**config.mk**
```make
export PLATFORM = sky130hd
export DESIGN_NAME = mem_arbiter
export DESIGN_NICKNAME = d
export VERILOG_FILES = /design/src/rtl/mem_arbiter_pkg.sv /design/src/rtl/mem_arbiter.sv
export SDC_FILE = /design/constraint.sdc
export NUM_CORES = 1
export LEC_CHECK = 0
export CAP_MARGIN = 20
export CORE_UTILIZATION = 25
export CTS_CLUSTER_SIZE = 20
export DETAILED_ROUTE_END_ITERATION = 12
export PLACE_DENSITY = 0.68
export SLEW_MARGIN = 20
export SYNTH_ARGS = -nofsm -noshare
export SYNTH_HDL_FRONTEND = slang
export SYNTH_SLANG_ARGS = --single-unit
```
**constraint.sdc**
```tcl
create_clock -name clk -period 2.8 [get_ports clk]
set_input_delay 0.84 -clock clk [delete_from_list [all_inputs] [get_ports clk]]
set_output_delay 0.84 -clock clk [all_outputs]
set_load 0.005 [all_outputs]
```
**src/rtl/mem_arbiter_pkg.sv**
```systemverilog
// Shared types for the I/D memory port arbiter.
// Owner, FSM state, operation and request bundle definitions.
package mem_arbiter_pkg;

    localparam int MEM_ADDR_W = 32;
    localparam int MEM_DATA_W = 32;
    localparam int MEM_BE_W   = MEM_DATA_W / 8;

    typedef enum logic {
        OWNER_I = 1'b0,
        OWNER_D = 1'b1
    } arb_owner_t;

    typedef enum logic {
        ARB_IDLE = 1'b0,
        ARB_BUSY = 1'b1
    } arb_state_t;

    typedef enum logic {
        OP_READ  = 1'b0,
        OP_WRITE = 1'b1
    } mem_op_t;

    typedef struct packed {
        mem_op_t               op;
        logic [MEM_ADDR_W-1:0] addr;
        logic [MEM_DATA_W-1:0] wdata;
        logic [MEM_BE_W-1:0]   be;
    } mem_req_t;

    function automatic arb_owner_t other_owner(input arb_owner_t o);
        return (o == OWNER_I) ? OWNER_D : OWNER_I;
    endfunction

endpackage

```
**src/rtl/mem_arbiter.sv**
```systemverilog
// Round-robin arbiter serialising CPU I and D ports onto one word port.
// One request is latched per grant and replayed on pmem until pmem_resp.
module mem_arbiter
    import mem_arbiter_pkg::*;
#(
    parameter int ADDR_W = 32,
    parameter int DATA_W = 32
) (
    input  logic                clk,
    input  logic                rst,
    input  logic                mem_read_i,
    input  logic                mem_write_i,
    input  logic [DATA_W/8-1:0] mem_byte_enable_i,
    input  logic [ADDR_W-1:0]   mem_address_i,
    input  logic [DATA_W-1:0]   mem_wdata_i,
    output logic                mem_resp_i,
    output logic [DATA_W-1:0]   mem_rdata_i,
    input  logic                mem_read_d,
    input  logic                mem_write_d,
    input  logic [DATA_W/8-1:0] mem_byte_enable_d,
    input  logic [ADDR_W-1:0]   mem_address_d,
    input  logic [DATA_W-1:0]   mem_wdata_d,
    output logic                mem_resp_d,
    output logic [DATA_W-1:0]   mem_rdata_d,
    output logic                pmem_read,
    output logic                pmem_write,
    output logic [DATA_W/8-1:0] pmem_byte_enable,
    output logic [ADDR_W-1:0]   pmem_address,
    output logic [DATA_W-1:0]   pmem_wdata,
    input  logic                pmem_resp,
    input  logic [DATA_W-1:0]   pmem_rdata
);

    localparam int BE_W = DATA_W / 8;

    arb_state_t          state;
    arb_owner_t          last_grant;
    arb_owner_t          owner;
    mem_op_t             op;
    logic [ADDR_W-1:0]   addr;
    logic [DATA_W-1:0]   wdata;
    logic [BE_W-1:0]     be;
    logic                cancelled;

    logic                pend_i;
    logic                pend_d;
    logic                grant_v;
    arb_owner_t          grant;
    logic                g_write;
    logic [ADDR_W-1:0]   g_addr;
    logic [DATA_W-1:0]   g_wdata;
    logic [BE_W-1:0]     g_be;
    logic                owner_pend;
    logic                busy;
    logic                done;

    assign pend_i  = mem_read_i | mem_write_i;
    assign pend_d  = mem_read_d | mem_write_d;
    assign grant_v = pend_i | pend_d;

    always_comb begin
        grant = OWNER_I;
        unique case ({pend_i, pend_d})
            2'b11:   grant = other_owner(last_grant);
            2'b01:   grant = OWNER_D;
            default: grant = OWNER_I;
        endcase
    end

    // Write wins over a simultaneous read; the read stays pending.
    always_comb begin
        g_write = mem_write_i;
        g_addr  = mem_address_i;
        g_wdata = mem_wdata_i;
        g_be    = mem_byte_enable_i;
        if (grant == OWNER_D) begin
            g_write = mem_write_d;
            g_addr  = mem_address_d;
            g_wdata = mem_wdata_d;
            g_be    = mem_byte_enable_d;
        end
    end

    assign owner_pend = (owner == OWNER_I) ? pend_i : pend_d;

    always_ff @(posedge clk or posedge rst) begin
        if (rst) begin
            state      <= ARB_IDLE;
            last_grant <= OWNER_D;
            owner      <= OWNER_I;
            op         <= OP_READ;
            addr       <= '0;
            wdata      <= '0;
            be         <= '0;
            cancelled  <= 1'b0;
        end else begin
            unique case (state)
                ARB_IDLE: begin
                    if (grant_v) begin
                        owner      <= grant;
                        last_grant <= grant;
                        op         <= g_write ? OP_WRITE : OP_READ;
                        addr       <= g_addr;
                        wdata      <= g_wdata;
                        be         <= g_be;
                        cancelled  <= 1'b0;
                        state      <= ARB_BUSY;
                    end
                end
                ARB_BUSY: begin
                    // A dropped request stays dropped even if reasserted.
                    if (!owner_pend)
                        cancelled <= 1'b1;
                    if (pmem_resp)
                        state <= ARB_IDLE;
                end
                default: state <= ARB_IDLE;
            endcase
        end
    end

    assign busy = (state == ARB_BUSY);
    assign done = busy & pmem_resp & owner_pend & ~cancelled;

    assign pmem_read        = busy & (op == OP_READ);
    assign pmem_write       = busy & (op == OP_WRITE);
    assign pmem_address     = addr;
    assign pmem_wdata       = wdata;
    assign pmem_byte_enable = be;

    assign mem_resp_i  = done & (owner == OWNER_I);
    assign mem_resp_d  = done & (owner == OWNER_D);
    assign mem_rdata_i = (mem_resp_i && op == OP_READ) ? pmem_rdata : '0;
    assign mem_rdata_d = (mem_resp_d && op == OP_READ) ? pmem_rdata : '0;

endmodule

```
# ---- Word-level counts from Yosys, hierarchy flattened
# Index checks and enable logic that the tools add are counted.
dict set report op_classes {
  bitwise_logic 14
  eq_ne 4
  reduce_logical 4
  muxes 16
}
# operator count
set ops {}
lappend ops {{$mux W32} 4}
lappend ops {{$mux W1} 8}
lappend ops {{$and A1 B1 Y1} 7}
lappend ops {{$pmux W1 S2} 3}
lappend ops {{$mux W4} 1}
lappend ops {{$ne A2 B2 Y1 const B} 2}
lappend ops {{$not A1 Y1} 4}
lappend ops {{$reduce_and A2 Y1} 2}
lappend ops {{$or A1 B1 Y1} 3}
lappend ops {{$eq A2 B1 Y1 const B} 1}
lappend ops {{$eq A2 B2 Y1 const B} 1}
lappend ops {{$logic_and A1 B1 Y1} 2}
dict set report totals {
  in_bits 175
  elab_cells 46
  reg_bits 73
  out_inout_bits 136
}

# ---- Depth between registers and ports, before layout
dict set report depth {
  ltp_word 7
  ltp_mapped 6
  mapped_depth_nobuf 3
}

# ---- Least setup slack after synthesis
# OpenSTA, ideal clock, no wires.
dict set report synth_timing {
  kind {input port to output port}
  start {input mem_write_i}
  end {output mem_rdata_i[27]}
  setup_slack_ps 16
  cell_stages 6
  required_ps 1960
  path_buffers 3
  arrival_ps 1944
  cell_sequence {buf_2 -> nor2_1 -> or4b_1 -> clkbuf_1 -> buf_2 -> nor2_1}
}
dict set report synth_via {
  elab_chain_len 7
}
# item line_no
set synth_rtl {}
lappend synth_rtl {{from (decl)} mem_arbiter.sv:12} ;# input logic mem_write_i,
lappend synth_rtl {{$or A1 B1 Y1} mem_arbiter.sv:57} ;# assign pend_i = mem_read_i | mem_write_i;
lappend synth_rtl {{$mux W1} mem_arbiter.sv:84} ;# assign owner_pend = (owner == OWNER_I) ? pend_i : pend_d;
lappend synth_rtl {{$and A1 B1 Y1 (2 in a row)} mem_arbiter.sv:123} ;# assign done = busy & pmem_resp & owner_pend & ~cancelled;
lappend synth_rtl {{$and A1 B1 Y1} mem_arbiter.sv:131} ;# assign mem_resp_i = done & (owner == OWNER_I);
lappend synth_rtl {{$logic_and A1 B1 Y1} mem_arbiter.sv:133} ;# assign mem_rdata_i = (mem_resp_i && op == OP_READ) ? pmem_rdata : '0;
lappend synth_rtl {{$mux W32} mem_arbiter.sv:133}
lappend synth_rtl {{to (decl)} mem_arbiter.sv:17} ;# output logic [DATA_W-1:0] mem_rdata_i,
# No other way between the ends.

# ---- Worst setup path after layout
dict set report layout_timing {
  start {input pmem_resp}
  end {output mem_rdata_i[22]}
}
dict set report layout_via {
  elab_chain_len 6
}
# item line_no
set layout_rtl {}
lappend layout_rtl {{from (decl)} mem_arbiter.sv:30} ;# input logic pmem_resp,
lappend layout_rtl {{$and A1 B1 Y1 (3 in a row)} mem_arbiter.sv:123}
lappend layout_rtl {{$and A1 B1 Y1} mem_arbiter.sv:131}
lappend layout_rtl {{$logic_and A1 B1 Y1} mem_arbiter.sv:133}
lappend layout_rtl {{$mux W32} mem_arbiter.sv:133}
# No other way between the ends.

==> flow_summary.toml <==
[power_and_ir_drop]
ir_worst_vdd_v = 0.000426
p_per_area_mw_per_mm2 = 876
leakage_uw = 0.00320
total_power_uw = 7200

[timing]
worst_pin_slew_ns = 0.852
report.final.hold_viol_count = 0
skew_ns = 0.00811
drv_slew = 0
fin_tns_setup_ns = -2.05
setup_viol = 24
max-slew-margin-rel = 0.432
fin_ws_ns = -0.119
grt_setup_unrepaired = "yes"
fin_crit_sh = 1.04
min_period_ns = 2.92
fmax_ghz = 0.343

[routing]
drt_iter0_markers = 271
drc_errors = 0
routed_wl_mm = 19.5
routedWlPerCell_um = 19.5
detail-route-antenna-nets = 0
firstDrtPassIters = 4
viasPerCell = 5.19
vias = 5174

[placed_design]
place_area_mm2 = 0.00778
place_ws_ns = -0.868
gp_congestion = 0.797
portBuffers = 310
dp_hpwl_mm = 12.4

[grt]
grt_start_max_net_pins = 77
grt_overflow = 0
grt_pass1_wl_mm = 30.2
grt_use_total = 0.219
antenna_found_initial = 0
grt_pass1_vias = 5260

[cts]
cts.sinks = 73
htree_levels = 3
cts_buffers = 9
cts_tree = "built"
cts-root-buf = "clkbuf_16"
clk_latency_ns = 0.33
cts.reportedPaths.clkPinSlew_ns = 0.06
cts_buffer_depth = 2

[final_layout]
stdcell_area_mm2 = 0.00822
drive_gt1_frac = 0.220
n_fill_cell = 1564
final_common_cell = "clkdlybuf4s50_1"
syn_to_final_growth_pct = 93.7
num_antenna_cells = 0
layout_common_cells = "239 x clkdlybuf4s50_1, 71 x dfrtp_1, 70 x o21ai_0"
final_nets = 947

[min_path]
hold_class = "flip-flop to flip-flop"
whs_path_depth = 1
hold_end = "last_grant"
hold_path.startpoint = "last_grant"

[setup_path]
reg2reg_to = "pmem_address[18]"
crit-reg2reg-launch = "busy"
crit_path_max_incr_delay_ns = 0.51
endpoint_kind = "output port"
cp.depth = 7
required_ns = 1.96
path_cells = "buf_6 -> nor2b_4 -> or4b_4 -> buf_6 -> buf_16 -> nor2_2 -> buf_2"
critPathSlowestCell = "or4b_4"
reg2reg_slack_ns = 1.04
crit_type = "primary input to output port"
worst-path-max-fanout = 8
path_buf_inv = 4
worst_ep_arrival_time_ns = 2.08
crit_path_start_kind = "primary input"
crit_top_cell = "buf_6"
path_delay_family = "simple AND/OR/NAND/NOR gates"
rr_worst_depth = 4

[flow_run]
maxCapViolCount = 0

[floorplanning]
num_io_pins = 311
fp-row-count = 47
design.die.area_mm2 = 0.0175
die_w_um = 132
die_y_um = 132
core_area_mm2 = 0.0166
initial_core_util = 0.256

[yosys]
yosysUniqueCellTypes = 25
yosysWarnings = 0
synth_top_area_cell = "dfrtp_1"
synth_seq_area_share = 0.431
synth_area_mm2 = 0.00424
syn_avg_cell_area_um2 = 9.09
synthCells = 467
synth_area_leaders = "dfrtp_1 42%, a2bb2oi_1 14%, a311oi_1 14%"
ys_ff_latch = 73
synth_top_area_frac = 0.425
syn_nets = 642

[outcome]
outcome = "complete, but fails checks"
violations = "setup timing"
-- how the worst max path moves through the flow --
stage,start,endpoint,slack [ns]
5_1_grt,pmem_resp,mem_rdata_i[17],-0.13
2_1_floorplan,mem_write_i,mem_rdata_i[27],0.02
3_3_place_gp,pmem_resp,mem_rdata_i[25],-0.84
6_report,pmem_resp,mem_rdata_i[22],-0.12
4_1_cts,pmem_resp,mem_rdata_i[13],-0.09
3_5_place_dp,pmem_resp,mem_rdata_i[26],-0.87
-- synthesized netlist by cell type (all sizes together) --
library cell and instances:
o21ai 73, dfrtp 72, nor2 69, a2bb2oi 68, a311oi 68, clkbuf 52, nand2b 32, buf 11
inv 4, nand2 2, nor2b 2, o2bb2ai 2, or2 2, a21boi 1, a22oi 1, and2 1
dfstp 1, nand4 1, nor3 1, nor4 1, o21a 1, o221a 1, or4b 1
-- sequential cells by signal, summed over array words and instances (netlist names) --
name and count:
busy 1, cancelled 1, last_grant 1, op 1
owner 1, pmem_address 32, pmem_byte_enable 4, pmem_wdata 32
-- metrics by stage --
| step | std cells | hold WS [ns] | util |
|---|---|---|---|
| final | 997 | 0.531 | 0.496 |
| after global routing | 997 | 0.541 | 0.496 |
| after CTS | 999 | 0.533 | 0.495 |
| after detailed placement | 965 | 0.521 | 0.469 |
| after global placement | 965 | 0.520 | 0.469 |
| after floorplan | 467 | 0.485 | - |
-- cells by family after synthesis --
family,count (synthesis),share of synthesized area
compound gates,215,0.379
simple gates,112,0.127
flops,73,0.431
buf+inv,67,0.0628
-- where the power goes --
group,switching [uW],leakage (uW),internal [uW]
clock network,475,0.000128,630
registers,320,0.000820,1610
logic,1770,0.00225,2400
-- worst reg2reg max path, stage by stage (launching register included) --
cell and delay [ns]:
dfrtp_2 0.40, buf_4 0.67, nor2_4 0.15, buf_12 0.22, a2bb2oi_1 0.19
-- per-layer routing --
| metal | part of all wire | vias up | track usage |
|---|---|---|---|
| met2 | 0.51 | 253 | 0.388 |
| met4 | 0.033 | 0 | 0.0875 |
| met1 | 0.39 | 2486 | 0.254 |
| li1 | - | 2398 | - |
| met3 | 0.070 | 37 | 0.0519 |
| met5 | 0 | - | 0 |
-- repair_timing --
action | in CTS | in global routing
hold buffers | 0 | 0
buffers inserted | 11 | 1
cloned | 7 | 0
gates resized for setup | 277 | 34
pin swaps | 9 | 4
endpoints found under the hold margin | 0 | 0
setup endpoints to repair | 66 | 62
-- cell type report --
cell class	count	area, um2	area share
Multi-Input combinational cell	327	2330	0.284
Inverter	4	16.3	0.00198
Tap cell	220	275	0.0335
Sequential cell	73	1830	0.223
Clock buffer	11	243	0.0295
Clock inverter	5	40.0	0.00487
Timing Repair Buffer	357	3480	0.423
No activity file was read; power rests on OpenSTA's default activity.
